### src/rtl/sw_event_queue.sv
// rtl/sw_event_queue.sv - switch level-change detector with lowest-index-first event FIFO
module sw_event_queue #(
    parameter int NSW    = 18,
    parameter int IDX_W  = 5,
    parameter int DEPTH  = 8,
    parameter int ADDR_W = 3
) (
    input  logic              clk,
    input  logic              rst_n,
    input  logic [NSW-1:0]    sw_clean,
    output logic              evt_valid,
    input  logic              evt_ready,
    output logic [IDX_W-1:0]  evt_id,
    output logic              evt_level,
    output logic [ADDR_W:0]   evt_count,
    output logic [NSW-1:0]    sw_level,
    output logic              coalesced,
    input  logic              clr_flags
);

    localparam int              ENT_W     = IDX_W + 1;
    localparam logic [ADDR_W:0] DEPTH_CNT = (ADDR_W + 1)'(DEPTH);

    logic [NSW-1:0]    sw_level_q,  sw_level_d;
    logic [NSW-1:0]    pending_q,   pending_d;
    logic              coalesced_q, coalesced_d;
    logic [ENT_W-1:0]  mem_q [DEPTH];
    logic [ENT_W-1:0]  mem_d [DEPTH];
    logic [ADDR_W-1:0] wr_ptr_q, wr_ptr_d;
    logic [ADDR_W-1:0] rd_ptr_q, rd_ptr_d;
    logic [ADDR_W:0]   count_q,  count_d;

    logic [NSW-1:0]    chg;
    logic [NSW-1:0]    grant_onehot;
    logic [IDX_W-1:0]  lowest_idx;
    logic              lowest_level;
    logic              any_pending;
    logic              pop;
    logic              push_ok;
    logic              push;
    logic              coalesce_hit;
    logic [ENT_W-1:0]  head;

    // Change detection and lowest-index arbitration over the pending mask
    always_comb begin
        chg          = sw_clean ^ sw_level_q;
        pop          = (count_q != '0) && evt_ready;
        push_ok      = (count_q < DEPTH_CNT) || pop;
        any_pending  = |pending_q;
        lowest_idx   = '0;
        lowest_level = 1'b0;
        // Scan downward so the last hit, the lowest set index, wins
        for (int i = NSW - 1; i >= 0; i--) begin
            if (pending_q[i]) begin
                lowest_idx   = IDX_W'(i);
                lowest_level = sw_level_q[i];
            end
        end
        push         = any_pending && push_ok;
        grant_onehot = push ? (NSW'(1) << lowest_idx) : '0;
    end

    // Pending mask, registered levels and the sticky coalesce flag
    always_comb begin
        sw_level_d   = sw_clean;
        // A fresh change on the bit being granted re-arms it for a later event
        pending_d    = (pending_q & ~grant_onehot) | chg;
        coalesce_hit = |(chg & pending_q & ~grant_onehot);
        coalesced_d  = coalesced_q;
        if (clr_flags) begin
            coalesced_d = 1'b0;
        end
        if (coalesce_hit) begin
            coalesced_d = 1'b1;
        end
    end

    // FIFO storage, pointers and occupancy; push and pop may share a cycle even when full
    always_comb begin
        mem_d    = mem_q;
        wr_ptr_d = wr_ptr_q;
        rd_ptr_d = rd_ptr_q;
        count_d  = count_q;
        if (push) begin
            mem_d[wr_ptr_q] = {lowest_idx, lowest_level};
            wr_ptr_d        = wr_ptr_q + ADDR_W'(1);
        end
        if (pop) begin
            rd_ptr_d = rd_ptr_q + ADDR_W'(1);
        end
        case ({push, pop})
            2'b10:   count_d = count_q + (ADDR_W + 1)'(1);
            2'b01:   count_d = count_q - (ADDR_W + 1)'(1);
            default: count_d = count_q;
        endcase
    end

    // State registers; reset discards queued events and pending changes at once
    always_ff @(posedge clk or negedge rst_n) begin
        if (!rst_n) begin
            sw_level_q  <= '0;
            pending_q   <= '0;
            coalesced_q <= 1'b0;
            wr_ptr_q    <= '0;
            rd_ptr_q    <= '0;
            count_q     <= '0;
            for (int i = 0; i < DEPTH; i++) begin
                mem_q[i] <= '0;
            end
        end else begin
            sw_level_q  <= sw_level_d;
            pending_q   <= pending_d;
            coalesced_q <= coalesced_d;
            wr_ptr_q    <= wr_ptr_d;
            rd_ptr_q    <= rd_ptr_d;
            count_q     <= count_d;
            for (int i = 0; i < DEPTH; i++) begin
                mem_q[i] <= mem_d[i];
            end
        end
    end

    // Fall-through head: outputs depend only on registered state, never on evt_ready
    always_comb begin
        head      = mem_q[rd_ptr_q];
        evt_valid = (count_q != '0);
        evt_id    = head[ENT_W-1:1];
        evt_level = head[0];
        evt_count = count_q;
        sw_level  = sw_level_q;
        coalesced = coalesced_q;
    end

endmodule
### config.mk
export PLATFORM = sky130hd
export DESIGN_NAME = sw_event_queue
export DESIGN_NICKNAME = d
export VERILOG_FILES = /design/src/rtl/sw_event_queue.sv
export SDC_FILE = /design/constraint.sdc
export NUM_CORES = 1
export LEC_CHECK = 0
export CAP_MARGIN = 20
export CORE_MARGIN = 2
export CORE_UTILIZATION = 56
export DETAILED_ROUTE_END_ITERATION = 8
export GPL_ROUTABILITY_DRIVEN = 1
export PLACE_DENSITY = 0.8
export SYNTH_ARGS = -nofsm -noshare
export SYNTH_HDL_FRONTEND = slang
export SYNTH_SLANG_ARGS = --single-unit
### constraint.sdc
create_clock -name clk -period 3.5 [get_ports clk]
set_clock_uncertainty 0.2 [all_clocks]
set_input_delay 0.875 -clock clk [delete_from_list [all_inputs] [get_ports clk]]
set_output_delay 0.875 -clock clk [all_outputs]
set_load 0.05 [all_outputs]
# Word-level counts from Yosys, hierarchy flattened
# Index checks and enable logic that the tools add are counted.
[classes]
n_addsub = 4
n_mul = 0
div = 0
order_cmp = 4
eq_ne = 2
n_shift = 1
mux = 46
bitwise_logic = 8
reduce_logical = 9
[op_table]
columns = ["operator", "count"]
rows = [
  ["two-way mux 5 bit", 18],
  ["bitwise AND 18 bit", 3],
  ["bitwise mux 48 bit", 1],
  ["OR reduction 18 bit", 2],
  ["two-way mux 1 bit", 20],
  ["binary-select mux 6 bit (select 3 bit)", 1],
  ["demux 6 bit (select 3 bit)", 1],
  ["two-way mux 18 bit", 1],
  ["two-way mux 6 bit", 3],
  ["NOT 18 bit", 1],
  ["OR 18 bit", 1],
  ["left shift 1 x 5 -> 18 bit (first input constant)", 1],
  ["XOR 18 bit", 1],
  [">= comparator 4 bit (second input constant)", 2],
  ["NOT 3 -> 4 bit", 2],
  ["one-hot mux 4 bit (2 select lines)", 1],
  ["adder 3 x 1 -> 3 bit (second input constant)", 2],
  ["adder 4 x 1 -> 4 bit (second input constant)", 1],
  ["less-than comparator 4 x 1 -> 1 bit (second input constant)", 1],
  ["less-than comparator 4 bit (second input constant)", 1],
  ["nonzero test 2 bit", 2],
  ["nonzero test 4 bit", 1],
  ["subtractor 4 x 1 -> 4 bit (second input constant)", 1],
  ["logical AND 1 bit", 3],
  ["3 further kinds", 3],
]
[totals]
register_bits = 95
latch_bits = 0
ram_bits = 0
rom_bits = 0
in_bits = 22
out_inout_bits = 30
word_cells = 88
n_memories = 0

# Depth between registers and ports, before layout
[depth]
depth_word = 24
depth_mapped = 12
mapped_depth_nobuf = 11

# Worst setup path before layout
# No wires, ideal clock.
[synth_path]
path_kind = "reg2out"
startpoint = "reg rd_ptr_q[0]"
endpoint = "out evt_level"
arrival_ns = 2.646
slack_ns = -0.221
path_stages_with_launch = 4
path_cell_list = "dfrtp_1 -> buf_1 -> mux4_2 -> o21ai_0"
[synth_between]
elab_chain_len = 4
[synth_lines]
columns = ["item", "line", "rtl"]
rows = [
  ["start, declared", "30", "logic [ADDR_W-1:0] rd_ptr_q, rd_ptr_d;"],
  ["start signal, assigned", "115", "rd_ptr_q <= rd_ptr_d;"],
  ["NOT 3 -> 4 bit (not written as such)", "125", "head = mem_q[rd_ptr_q];"],
  ["binary-select mux 6 bit (select 3 bit)", "125", ""],
  ["two-way mux 6 bit (not written as such) (2 in a row)", "125", ""],
  ["end, declared", "14", "output logic evt_level,"],
]
# No other way between the ends. The select of a mux whose other input is x is not followed.

# Final worst setup path
[layout_path]
startpoint = "reg count_q[0], in the netlist evt_count[0]"
endpoint = "out evt_valid"
[layout_between]
elab_chain_len = 1
[layout_lines]
columns = ["item", "line", "rtl"]
rows = [
  ["start, declared", "31", "logic [ADDR_W:0] count_q, count_d;"],
  ["start signal, assigned", "116", "count_q <= count_d;"],
  ["nonzero test 4 bit", "126", "evt_valid = (count_q != '0);"],
  ["end, declared", "11", "output logic evt_valid,"],
]
# No other way between the ends.

==> flow_metrics.env <==
export IMPL_ctsHoldBuffers=0
export IMPL_ctsLongestPathBuffers=2
export IMPL_ys_async_sr_fraction_pct=100
export IMPL_synth_area_leaders="dfrtp_1, nand2_1, o21ai_0, mux4_2, xnor2_1"
export IMPL_drv_slew=0
export IMPL_dr_pass1_iters=4
export IMPL_die_w_um=94.8
export IMPL_cts_tree="yes"
export IMPL_clk_pin_slew_ns=0.10
export IMPL_avgSynthCellArea_um2=10.2
export IMPL_layout_nets=528
export IMPL_coreArea_um2=8090
export IMPL_ys_types=52
export IMPL_r2r_cells=11
export IMPL_cts_root_buf="clkbuf_8"
export IMPL_relSlewSlack_pct=56.6
export IMPL_startpoint_type="flop"
export IMPL_vias_per_cell=5.81
export IMPL_insertedDiodeCount=0
export IMPL_cts_sinks=95
export IMPL_cp_required_ns=2.42
export IMPL_drive_gt1_share_pct=11.1
export IMPL_syn_num_nets=479
export IMPL_place_congestion=0.967
export IMPL_dieArea_um2=8990
export IMPL_ant_nets=0
export IMPL_ioPinCount=52
export IMPL_grt_max_degree=56
export IMPL_worst_setup_path_end_kind="primary output"
export IMPL_cts_max_level=3
export IMPL_antenna_found_initial=0
export IMPL_hold_violations=0
export IMPL_synthCells=451
export IMPL_setup_tns_ns=0
export IMPL_period_share_pct=90.4
export IMPL_outcome="finished clean"
export IMPL_arrival_ns=2.09
export IMPL_pre_cts_ws_ns=0.204
export IMPL_rsz0062_at_grt="false"
export IMPL_worst_hold_path_type="in -> async"
export IMPL_portBuffers=51
export IMPL_postCtsSetupRepairBufs=0
export IMPL_worst_pin_slew_ns=0.647
export IMPL_maxCapViolations=0
export IMPL_synth_top_cell_by_area="dfrtp_1"
export IMPL_max_freq_mhz=316
export IMPL_ys_ff_latch=95
export IMPL_vias=3544
export IMPL_yosys_warnings=0
export IMPL_overflow=0
export IMPL_insertion_delay_ns=0.38
export IMPL_hpwl_um=7460
export IMPL_syn_cell_area_um2=4620
export IMPL_power_leakage_nw=2.31
export IMPL_die_h_um=94.8
export IMPL_synth_flop_cell="dfrtp_1"
export IMPL_wl_um=10300
export IMPL_multi_input_area_um2=2080
export IMPL_r2r_start="pending_q[0]"
export IMPL_cp_max_fo=5
export IMPL_setup_ws_ns=0.337
export IMPL_cts_resized=0
export IMPL_grt_pass1_wl_um=16800
export IMPL_std_cell_rows=33
export IMPL_wl_per_cell_um=16.9
export IMPL_fillerInstances=643
export IMPL_irDropWorstVdd_uv=317
export IMPL_drt_initial_drc_count=136
export IMPL_fin_total_pwr_mw=3.66
export IMPL_synth_edf_count=0
export IMPL_cts_buffers=9
export IMPL_crit_reg2reg_capture="evt_count[3]"
export IMPL_grtUsageTotal_pct=24.9
export IMPL_power_density_nw_per_um2=673
export IMPL_seq_area_frac_synth_pct=51.5
export IMPL_synthDominantCellAreaShare_pct=51.5
export IMPL_area_growth_pct=17.7
export IMPL_final_min_clock_period_ns=3.16
export IMPL_worstSetupPathType="reg -> out"
export IMPL_seq_area_um2=2380
export IMPL_drc=0
export IMPL_ff2ff_setup_slack_ns=0.36
export IMPL_setup_viol=0
export IMPL_start_util_pct=57.1
export IMPL_timing_hold_ws_ns=0.258
export IMPL_grt_pass1_vias=3410
-- synth_stat cells, types with 8 or more instances --
cell type / number
dfrtp_1: 95
nor2b_1: 9
mux4_2: 12
nor2_1: 19
o21ai_0: 56
xor2_1: 11
xnor2_1: 15
clkbuf_1: 8
nand2_1: 84
a21oi_1: 16
inv_1: 18
-- sequential cells by signal, summed over array words and instances (netlist names) --
name       cells
wr_ptr_q       3
rd_ptr_q       3
coalesced      1
evt_count      4
sw_level      18
mem_q         48
pending_q     18
-- per-stage QoR --
| step | utilization (%) | std cells | cell area (µm²) |
|---|---|---|---|
| after detailed placement | 64.5 | 594 | 5220 |
| after floorplan | - | 451 | 4620 |
| after CTS | 67.2 | 610 | 5440 |
| after global placement | 64.5 | 594 | 5220 |
| final | 67.2 | 610 | 5440 |
| after global routing | 67.2 | 610 | 5440 |
-- layout make-up --
cell class,count,share of cell area [%]
inverter,19,1.31
timing repair buffer,56,10.2
tap,105,2.42
multi-input combinational,319,38.3
sequential,95,43.7
clock inverter,6,1.66
clock buffer,10,2.35
-- per-layer routing --
metal  vias to the layer above  routed length [µm]  GRT usage, %  share of wire [%]
met5                         -                   0             0                  0
met4                         0                 350          12.3                3.4
met3                        30                 489          3.99                4.7
met2                       125                5100          40.8                 49
met1                      1710                4390          32.3                 42
li1                       1679                   -             -                  -
-- placed cells by master, fill, tap and decap left out, types with 9 or more instances in the layout --
cell / count
clkbuf_8: 9
nor2b_1: 9
nand2_1: 84
mux4_2: 12
o21ai_0: 55
nor2_1: 19
xor2_1: 11
clkdlybuf4s50_1: 44
dfrtp_1: 95
inv_1: 18
xnor2_1: 15
buf_4: 10
a21oi_1: 16
-- power breakdown --
group | internal, mW | switching [mW]
sequential | 1.30 | 0.204
combinational | 0.555 | 0.791
clock | 0.407 | 0.407
total | 2.26 | 1.40
-- how the worst max path moves through the flow --
stage	startpoint	end	slack, ns	cells past startpoint
after detailed placement	evt_ready	evt_count[3]	0.20	11
after floorplan	rd_ptr_q[0]	evt_level	0.16	3
final	evt_count[0]	evt_valid	0.34	2
after global placement	evt_ready	coalesced	0.28	8
after global routing	pending_q[0]	evt_count[3]	0.16	11
after CTS	evt_count[0]	evt_valid	0.33	2
-- cells by family (layout without fill, tap and decap cells) --
logic type | after synthesis | after routing | share of synthesized area [%]
AOI/OAI and AO/OA | 109 | 109 | 13.9
muxes | 23 | 23 | 8.43
xor gates and xnor gates | 26 | 26 | 4.93
and+or+nand+nor | 155 | 155 | 16.0
buffers and inverters | 37 | 91 | 3.41
adders and majority gates | 6 | 6 | 1.79
DFF | 95 | 95 | 51.5
-- worst max-delay path, cell delays in order (launching register included) --
cell	delay, ns
dfrtp_1	0.44
or4_1	0.55
clkdlybuf4s50_1	0.72
No activity file was read; power rests on OpenSTA's default activity.
